===== config.mk =====
export PLATFORM = sky130hd
export DESIGN_NAME = aer_receiver
export DESIGN_NICKNAME = d
export VERILOG_FILES = /design/src/rtl/aer_receiver.sv
export SDC_FILE = /design/constraint.sdc
export NUM_CORES = 1
export LEC_CHECK = 0
export BUFFER_PORTS_ARGS = -buffer_cell sky130_fd_sc_hd__buf_2
export CAP_MARGIN = 20
export CORE_MARGIN = 2
export CORE_UTILIZATION = 46
export CTS_CLUSTER_SIZE = 8
export DETAILED_ROUTE_END_ITERATION = 8
export PLACE_DENSITY = 0.78
export SLEW_MARGIN = 20
export SYNTH_ARGS = -nofsm -noshare
export SYNTH_HDL_FRONTEND = slang
export SYNTH_SLANG_ARGS = --single-unit
export TNS_END_PERCENT = 1

===== constraint.sdc =====
create_clock -name clk -period 1.6 [get_ports clk]
set_input_delay 0.08 -clock clk [delete_from_list [all_inputs] [get_ports clk]]
set_output_delay 0.08 -clock clk [all_outputs]
set_load 0.01 [all_outputs]

===== src/rtl/aer_receiver.sv =====
// aer_receiver: receive endpoint of the four-wire AER event link (sync, settle, decode, handshake).
// Define AER_RX_COUNT_EN to build the saturating per-event counters; otherwise Cnt_* read 0.
module aer_receiver #(
  parameter int SETTLE_CYC = 2,
  parameter int FE_CYC     = 2,
  parameter int CNT_W      = 8
) (
  input  logic             clk,
  input  logic             reset,
  input  logic             Ch1,
  input  logic             Ch2,
  input  logic             Up,
  input  logic             Down,
  input  logic             go,
  output logic             Fs_sen,
  output logic             Fe_d,
  output logic             Ch1Up_Out,
  output logic             Ch1Down_Out,
  output logic             Ch2Up_Out,
  output logic             Ch2Down_Out,
  output logic             Err,
  output logic [CNT_W-1:0] Cnt_Ch1Up,
  output logic [CNT_W-1:0] Cnt_Ch1Down,
  output logic [CNT_W-1:0] Cnt_Ch2Up,
  output logic [CNT_W-1:0] Cnt_Ch2Down
);

  typedef enum logic [1:0] {
    IDLE   = 2'd0,
    SETTLE = 2'd1,
    ACK    = 2'd2,
    END    = 2'd3
  } state_t;

  localparam logic [3:0] SETTLE_LAST = 4'(SETTLE_CYC - 1);
  localparam logic [3:0] FE_LAST     = 4'(FE_CYC - 1);

  // One-hot event {ch1up, ch1down, ch2up, ch2down}; all-zero marks an illegal codeword.
  function automatic logic [3:0] decode(input logic [3:0] code);
    logic [3:0] ev;
    case (code)
      4'b1010: ev = 4'b1000;
      4'b1001: ev = 4'b0100;
      4'b0110: ev = 4'b0010;
      4'b0101: ev = 4'b0001;
      default: ev = 4'b0000;
    endcase
    return ev;
  endfunction

  logic [4:0] sync1, sync2;
  logic       go_s;
  logic [3:0] code_s;
  state_t     state, state_nxt;
  logic [3:0] code_q, code_q_nxt;
  logic [3:0] settle_cnt, settle_cnt_nxt;
  logic [3:0] fe_cnt, fe_cnt_nxt;
  logic       fs_nxt, fe_nxt, err_nxt;
  logic [3:0] ev, ev_nxt;

  assign go_s   = sync2[4];
  assign code_s = sync2[3:0];

  assign Ch1Up_Out   = ev[3];
  assign Ch1Down_Out = ev[2];
  assign Ch2Up_Out   = ev[1];
  assign Ch2Down_Out = ev[0];

  always_ff @(posedge clk) begin
    if (reset) begin
      sync1      <= 5'd0;
      sync2      <= 5'd0;
      state      <= IDLE;
      code_q     <= 4'd0;
      settle_cnt <= 4'd0;
      fe_cnt     <= 4'd0;
      Fs_sen     <= 1'b0;
      Fe_d       <= 1'b0;
      Err        <= 1'b0;
      ev         <= 4'd0;
    end else begin
      sync1      <= {go, Ch1, Ch2, Up, Down};
      sync2      <= sync1;
      state      <= state_nxt;
      code_q     <= code_q_nxt;
      settle_cnt <= settle_cnt_nxt;
      fe_cnt     <= fe_cnt_nxt;
      Fs_sen     <= fs_nxt;
      Fe_d       <= fe_nxt;
      Err        <= err_nxt;
      ev         <= ev_nxt;
    end
  end

  // Strobes are decided on the SETTLE->ACK edge only, so at most one fires per frame.
  always_comb begin
    state_nxt      = state;
    code_q_nxt     = code_q;
    settle_cnt_nxt = settle_cnt;
    fe_cnt_nxt     = fe_cnt;
    fs_nxt         = Fs_sen;
    fe_nxt         = Fe_d;
    ev_nxt         = 4'b0000;
    err_nxt        = 1'b0;
    case (state)
      IDLE: begin
        if (go_s) begin
          state_nxt      = SETTLE;
          code_q_nxt     = code_s;
          settle_cnt_nxt = 4'd0;
        end else begin
          state_nxt = IDLE;
        end
      end
      SETTLE: begin
        if (!go_s) begin
          state_nxt = IDLE;
        end else if (code_s != code_q) begin
          code_q_nxt     = code_s;
          settle_cnt_nxt = 4'd0;
        end else if (settle_cnt == SETTLE_LAST) begin
          state_nxt = ACK;
          fs_nxt    = 1'b1;
          ev_nxt    = decode(code_q);
          err_nxt   = (decode(code_q) == 4'b0000);
        end else begin
          settle_cnt_nxt = settle_cnt + 4'd1;
        end
      end
      ACK: begin
        if (!go_s) begin
          state_nxt  = END;
          fs_nxt     = 1'b0;
          fe_nxt     = 1'b1;
          fe_cnt_nxt = FE_LAST;
        end else begin
          state_nxt = ACK;
        end
      end
      END: begin
        if (fe_cnt == 4'd0) begin
          state_nxt = IDLE;
          fe_nxt    = 1'b0;
        end else begin
          fe_cnt_nxt = fe_cnt - 4'd1;
        end
      end
      default: begin
        state_nxt = IDLE;
        fs_nxt    = 1'b0;
        fe_nxt    = 1'b0;
      end
    endcase
  end

`ifdef AER_RX_COUNT_EN
  localparam logic [CNT_W-1:0] CNT_MAX = {CNT_W{1'b1}};
  logic [CNT_W-1:0] cnt [4];

  // Counters follow the registered strobes, so they move one cycle after each event.
  always_ff @(posedge clk) begin
    if (reset) begin
      for (int i = 0; i < 4; i++) cnt[i] <= {CNT_W{1'b0}};
    end else begin
      for (int i = 0; i < 4; i++) begin
        if (ev[i] && (cnt[i] != CNT_MAX)) cnt[i] <= cnt[i] + CNT_W'(1);
      end
    end
  end

  assign Cnt_Ch1Up   = cnt[3];
  assign Cnt_Ch1Down = cnt[2];
  assign Cnt_Ch2Up   = cnt[1];
  assign Cnt_Ch2Down = cnt[0];
`else
  assign Cnt_Ch1Up   = {CNT_W{1'b0}};
  assign Cnt_Ch1Down = {CNT_W{1'b0}};
  assign Cnt_Ch2Up   = {CNT_W{1'b0}};
  assign Cnt_Ch2Down = {CNT_W{1'b0}};
`endif

endmodule


Yosys cells after proc, flatten, opt, wreduce, memory -nomap -nowiden
Cells that the tools add are included.
{"block": "word_totals", "input_bits": 7, "wordCells": 80, "reg_bits": 31, "output_inout_bits": 39}
{"block": "op_classes", "bitwise": 3, "reduce_logical": 13, "n_mux": 32, "addsub": 2, "n_eq_ne": 20}
{"cell": "$mux 4", "count": 13}
{"cell": "$pmux 4 s2", "count": 3}
{"cell": "$ne 2x2->1 const B", "count": 8}
{"cell": "$pmux 4 s4", "count": 1}
{"cell": "$ne 3x3->1 const B", "count": 3}
{"cell": "$reduce_and 3->1", "count": 3}
{"cell": "$eq 4x3->1 const B", "count": 2}
{"cell": "$eq 4x4->1 const B", "count": 2}
{"cell": "$logic_not 4->1", "count": 2}
{"cell": "$mux 1", "count": 8}
{"cell": "$mux 2", "count": 4}
{"cell": "$pmux 2 s4", "count": 1}
{"cell": "$reduce_and 4->1", "count": 2}
{"cell": "$reduce_bool 2->1", "count": 3}
{"cell": "$reduce_and 5->1", "count": 1}
{"cell": "$reduce_or 5->1", "count": 1}
{"cell": "$add 4x1->4 const B", "count": 1}
{"cell": "$eq 2x2->1 const B", "count": 2}
{"cell": "$eq 4x1->1 const B", "count": 1}
{"cell": "$ne 4x4->1", "count": 1}
{"cell": "$pmux 1 s2", "count": 2}
{"cell": "$sub 4x1->4 const B", "count": 1}
{"cell": "$not 1->1", "count": 3}
{"cell": "$eq 2x1->1 const B", "count": 1}
{"cell": "$logic_not 2->1", "count": 1}

Longest topological paths before layout
Gate-level depths: netlist (run 1).
{"block": "depth", "word_depth": 7, "depth_mapped": 7}

Worst setup path after synthesis (run 1)
No wires, ideal clock.
{"block": "synth_timing", "path_kind": "register to register", "from": "register code_q[0]", "to": "register state[0]", "synth_period_minus_slack_ns": 1.497, "stages_incl_launch_ff": 5, "slack_ns": 0.103, "t_arrival_ns": 1.375, "n_path_buf": 0, "cell_sequence": "dfxtp_1 -> xor2_1 -> nor4_4 -> nand2_2 -> o311a_1"}
{"block": "synth_via", "elab_chain_cells": 3}
{"element": "from (decl)", "line": "55", "text": "logic [3:0] code_q, code_q_nxt;"}
{"element": "from (signal assigned)", "line": "85", "text": "code_q <= code_q_nxt;"}
{"element": "$ne 4x4->1", "line": "118", "text": "end else if (code_s != code_q) begin"}
{"element": "$ne 3x3->1 (no line)"}
{"element": "$reduce_and 3->1 (no line)"}
{"element": "to (signal assigned)", "line": "84", "text": "state <= state_nxt;"}
{"element": "to (decl)", "line": "54", "text": "state_t state, state_nxt;"}
Every way passes these cells.
A chain may end at the register's enable or synchronous reset.

Worst setup path after layout (run 1)
{"block": "layout_timing", "from": "register settle_cnt[1]", "to": "register settle_cnt[2]"}
{"block": "layout_via", "elab_chain_cells": 5}
{"element": "from (decl)", "line": "56", "text": "logic [3:0] settle_cnt, settle_cnt_nxt;"}
{"element": "from (signal assigned)", "line": "86", "text": "settle_cnt <= settle_cnt_nxt;"}
{"element": "$add 4x1->4", "line": "127", "text": "settle_cnt_nxt = settle_cnt + 4'd1;"}
{"element": "$mux 4", "line": "121", "text": "end else if (settle_cnt == SETTLE_LAST) begin"}
{"element": "$mux 4", "line": "118"}
{"element": "$mux 4", "line": "116", "text": "if (!go_s) begin"}
{"element": "$pmux 4 s2", "line": "105", "text": "case (state)"}
Several ways; a longest one is shown, not always the timed one. The select of a mux whose other input is x is not followed.

==> impl_metrics.json, run 1 <==
{
  "grt_usage_pct": 13.8,
  "fin_cells": 251,
  "grt_pass1_wl_um": 4180,
  "synth_edf_count": 0,
  "synth_cell_types": 40,
  "mostFrequentLayoutCell": "conb_1",
  "min_period_over_period_pct": 93.6,
  "power.total_mw": 1.57,
  "avgSynthCellArea_sq_um": 8.94,
  "layout.nets": 215,
  "core_area_sq_um": 3340,
  "cp.required_ns": 1.85,
  "worst-setup-path-type": "flop to flop",
  "cp-end-kind": "flop",
  "drv_cap": 0,
  "grt_max_degree": 16,
  "cts_setup_buffers": 0,
  "start_kind": "flop",
  "cp.arrival_ns": 1.74,
  "insertion_delay_ns": 0.34,
  "ant_nets": 0,
  "finalMaxSlewViolations": 0,
  "cp_max_fo": 5,
  "place.gp.congestion": 0.844,
  "cts_buffers": 5,
  "synth_compound_area_share_pct": 10.5,
  "seqCellArea_sq_um": 622,
  "root_buffer": "clkbuf_4",
  "fin_tns_setup_ns": 0,
  "drive_gt1_share_pct": 20.0,
  "period_minus_slack_ns": 1.50,
  "final_cell_mix": "conb_1, dfxtp_1, nand2_1",
  "outcome": "finished, final reports clean",
  "start_util_pct": 47.7,
  "wl_per_cell_um": 9.75,
  "vias": 1166,
  "report.final.hold_viol_count": 0,
  "wl_um": 2450,
  "synth-main-ff-cell": "dfxtp_1",
  "p_per_area_nw_per_um2": 883,
  "p_leak_nw": 0.737,
  "synth_fa_ha_area_share_pct": 3.14,
  "diodes": 0,
  "cts.clk_slew.worst_paths_ns": 0.10,
  "cts_htree_levels": 2,
  "multi_input_area_sq_um": 795,
  "antenna_found_initial": 0,
  "max_freq_mhz": 668,
  "die_w_um": 62.8,
  "syn_inst": 178,
  "yosys_warnings": 0,
  "fin_skew_ns": 0.00852,
  "gr-total-overflow": 0,
  "synth_xor_xnor_area_share_pct": 3.85,
  "grt_pass1_vias": 976,
  "first_pass_iters": 4,
  "cts.sinks": 31,
  "setup_viol": 0,
  "cts_tree": "done",
  "hp-class": "primary input to flop",
  "async_flop_share_pct": 0,
  "fillCellCount": 340,
  "synth_top_family_by_area": "simple AND/OR/NAND/NOR gates",
  "placed_cells": 238,
  "syn_area_sq_um": 1590,
  "die_h_um": 62.8,
  "die_area_sq_um": 3950,
  "fin_util_pct": 53.1,
  "avgViaCountPerCell": 4.65,
  "dp_hpwl_um": 1810,
  "io_pins": 46,
  "synth_seq_cells": 31,
  "yosys.area_share.simple_pct": 23.3,
  "io_buffer_count": 13,
  "drtIter0Drc": 12,
  "ys_seq_area_share_pct": 39.0,
  "drc": 0,
  "syn_to_final_growth_pct": 11.4,
  "std_cell_rows": 21,
  "clockBufferDepth": 2,
  "rsz0062_at_grt": "no",
  "synthMuxAreaShare_pct": 1.34,
  "vdd_drop_max_v": 0.000317
}
## cells in the mapped netlist (2+ instances only)
master,n,area (sq um)
nor3b_1,2,15.0
nand2b_1,7,43.8
nor2_1,7,26.3
o21ai_1,2,10.0
o22ai_1,3,18.8
dfxtp_1,31,621
inv_1,7,26.3
a41oi_1,2,17.5
xor2_1,6,52.6
or3b_1,2,17.5
nor3_1,3,15.0
a21oi_1,6,30.0
buf_4,32,240
clkbuf_1,5,18.8
nor4b_1,2,17.5
ha_1,4,50.1
nor2b_1,11,68.8
nand2_1,15,56.3
o41ai_2,2,32.5
nand3_1,7,35.0
nand4_1,3,18.8
## worst max-delay path: stages (launching register included)
cell     delay (ns)
dfxtp_2        0.37
inv_1          0.05
ha_1           0.18
or3b_4         0.26
nand3_1        0.08
mux2_1         0.30
o41ai_2        0.19
## through the flow
step	setup slack (ns)	hold WS [ns]	instance area (sq um)
floorplan	0.103	0.208	1710
global placement	0.118	0.291	1630
detailed placement	0.0783	0.299	1630
CTS	0.0563	0.0721	1770
global route	0.00656	0.0851	1770
finish	0.103	0.0789	1770
## state kept, by name, summed over array words and instances, names as in the netlist, 4 cells and up, named ones only
| name | count |
|---|---|
| settle_cnt | 4 |
| fe_cnt | 4 |
| sync1 | 5 |
| code_q | 4 |
| ev | 4 |
| sync2 | 5 |
## logic make-up after synthesis
family	Yosys count
XOR/XNOR	7
other	1
buffers and inverters	47
multiplexers	2
AND/OR/NAND/NOR	64
flip-flops	31
adder cells (fa/ha/maj)	4
AO/OA/AOI/OAI	22
## repair_timing
action	4_1_cts	5_1_grt
hold endpoints to repair	5	0
setup endpoints to repair	0	5
gates resized for setup	0	4
hold buffers	5	0
## where the power goes
part / internal, mW / switching, mW / leakage [nW] / total [mW]
Clock: 0.369 / 0.268 / 0.0482 / 0.637
Combinational: 0.0488 / 0.0835 / 0.436 / 0.132
Sequential: 0.787 / 0.00985 / 0.253 / 0.797
Total: 1.20 / 0.361 / 0.737 / 1.57
## layout make-up
| cell class | count | share of cell area, % |
|---|---|---|
| multi-input combinational | 131 | 44.8 |
| sequential | 31 | 35.1 |
| timing repair buffer | 27 | 10.3 |
| tap | 46 | 3.25 |
| clock buffer | 6 | 2.89 |
| clock inverter | 2 | 1.98 |
| inverter | 8 | 1.69 |
## final timing paths
check	start	endpoint	slack, ns	depth (start not counted)
setup / recovery	settle_cnt[1]$_SDFFE_PP0P_	settle_cnt[2]$_SDFFE_PP0P_	0.10	6
hold / removal	reset	code_q[2]$_SDFFE_PP0P_	0.08	2
setup reg to reg	settle_cnt[1]$_SDFFE_PP0P_	settle_cnt[2]$_SDFFE_PP0P_	0.10	6
hold reg to reg	sync1[1]$_SDFF_PP0_	sync2[1]$_SDFF_PP0_	0.44	1
## metal layers
| metal | vias to the layer above | GRT usage, % | part of all wire [%] |
|---|---|---|---|
| li1 | 590 | - | - |
| met1 | 519 | 15.5 | 45 |
| met2 | 51 | 21.5 | 44 |
| met3 | 6 | 5.41 | 8.0 |
| met4 | 0 | 9.72 | 3.0 |
| met5 | - | 0 | 0 |
Note: power is estimated with default switching activity, not from simulation.
==> run 2: changes to the inputs <==
CTS_BUF_LIST = sky130_fd_sc_hd__clkbuf_16   (was default)
==> run 2 against run 1 <==
Effect of this change: design area grew 1.6%; fmax barely moved; cell count down 2.0%; worst setup slack lost 0.00087 ns; clock power rose by 63%; sequential cell count is the same; first-iteration DRC count increased by 100%; combinational power decreased by 6%; routed wire length is 3.1% higher; sequential share of layout area decreased by 0.54 points.
==> impl_metrics.json, run 2 (synthesis results as in run 1) <==
{
  "p_per_area_nw_per_um2": 1090,
  "outcome": "finished, final reports clean",
  "cts_buffers": 5,
  "vias": 1144,
  "fin_tns_setup_ns": 0,
  "p_leak_nw": 0.749,
  "antenna_found_initial": 0,
  "gr-total-overflow": 0,
  "fin_ws_ns": 0.102,
  "avgViaCountPerCell": 4.65,
  "fillCellCount": 328,
  "drive_gt1_share_pct": 19.5,
  "die_h_um": 62.8,
  "die_area_sq_um": 3950,
  "syn_to_final_growth_pct": 13.1,
  "drc": 0,
  "grt_pass1_vias": 974,
  "multi_input_area_sq_um": 795,
  "cts.clk_slew.worst_paths_ns": 0.05,
  "grt_max_degree": 16,
  "root_buffer": "clkbuf_16",
  "cp_max_fo": 5,
  "start_kind": "flop",
  "hp-class": "primary input to flop",
  "seqCellArea_sq_um": 622,
  "finalMaxSlewViolations": 0,
  "finalInstanceArea_sq_um": 1800,
  "cts_tree": "done",
  "drtIter0Drc": 24,
  "clockBufferDepth": 2,
  "min_period_over_period_pct": 93.6,
  "core_area_sq_um": 3340,
  "worst-setup-path-type": "flop to flop",
  "cts_htree_levels": 2,
  "setup_viol": 0,
  "grt_usage_pct": 14.1,
  "largest_registers": "sync1: 5 flops, sync2: 5 flops",
  "diodes": 0,
  "mostFrequentLayoutCell": "conb_1",
  "rsz0062_at_grt": "no",
  "max_freq_mhz": 668,
  "insertion_delay_ns": 0.27,
  "io_pins": 46,
  "io_buffer_count": 13,
  "vdd_drop_max_v": 0.000371,
  "start_util_pct": 47.7,
  "timing.hold.ws_ns": 0.0154,
  "std_cell_rows": 21,
  "dp_hpwl_um": 1810,
  "grt_pass1_wl_um": 4200,
  "period_minus_slack_ns": 1.50,
  "cp-end-kind": "flop",
  "cp.arrival_ns": 1.68,
  "place.gp.congestion": 0.844,
  "wl_um": 2520,
  "ant_nets": 0,
  "final_cell_mix": "conb_1, dfxtp_1, nand2_1",
  "cts.sinks": 31,
  "place_ws_ns": 0.0783,
  "wl_per_cell_um": 10.3,
  "fin_skew_ns": 0.00379,
  "layout.nets": 210,
  "cp.required_ns": 1.78,
  "first_pass_iters": 4,
  "die_w_um": 62.8,
  "dpl-instance-area_sq_um": 1630,
  "drv_cap": 0,
  "report.final.hold_viol_count": 0
}
-- run 2: changes by cell type in the layout (fill, tap and decap cells not counted), sizes merged --
cell / change
clkbuf: -1
dlygate4sd3: -5
clkinv: +1
-- run 2: final timing paths --
path	startpoint	endpoint	slack [ns]	depth (start not counted)
setup reg to reg	settle_cnt[1]$_SDFFE_PP0P_	settle_cnt[2]$_SDFFE_PP0P_	0.10	6
hold reg to reg	sync1[1]$_SDFF_PP0_	sync2[1]$_SDFF_PP0_	0.43	1
setup / recovery	settle_cnt[1]$_SDFFE_PP0P_	settle_cnt[2]$_SDFFE_PP0P_	0.10	6
hold / removal	Down	sync1[0]$_SDFF_PP0_	0.02	2
-- run 2: what timing repair did --
| action | in CTS | in global routing |
|---|---|---|
| resized for setup | 0 | 3 |
| setup buffers | 0 | 0 |
| setup endpoints to repair | 0 | 5 |
| hold buffers | 0 | 0 |
-- run 2: layout make-up --
type,instances,share of cell area [%]
Clock buffer,5,6.95
Clock inverter,3,2.15
Inverter,8,1.67
Multi-Input combinational cell,131,44.1
Sequential cell,31,34.5
Tap cell,46,3.20
Timing Repair Buffer,22,7.37
-- run 2: stage by stage --
step / cells / power (mW) / util (%)
CTS: 246 / 1.98 / 53.8
floorplan: 209 / 0.963 / -
detailed placement: 238 / 0.937 / 48.9
global route: 246 / 2.04 / 54.0
finish: 246 / 1.96 / 54.0
global placement: 238 / 0.936 / 48.9
-- run 2: worst max-delay path, cell delays in order (launching register included) --
cell	delay, ns
dfxtp_2	0.35
inv_1	0.05
ha_1	0.18
or3b_4	0.26
nand3_1	0.08
mux2_1	0.30
o41ai_2	0.19
-- run 2: power by group --
group / switching [mW] / internal [mW] / total [mW]
combinational: 0.0830 / 0.0410 / 0.124
sequential: 0.0100 / 0.790 / 0.800
clock: 0.312 / 0.723 / 1.04
total: 0.405 / 1.55 / 1.96
-- run 2: layer usage --
metal	routed length, um	GRT usage (%)	up-vias
met2	1150	22.2	43
met5	0	0	-
met4	75	10.0	0
li1	-	-	582
met1	1140	15.6	513
met3	157	5.41	6
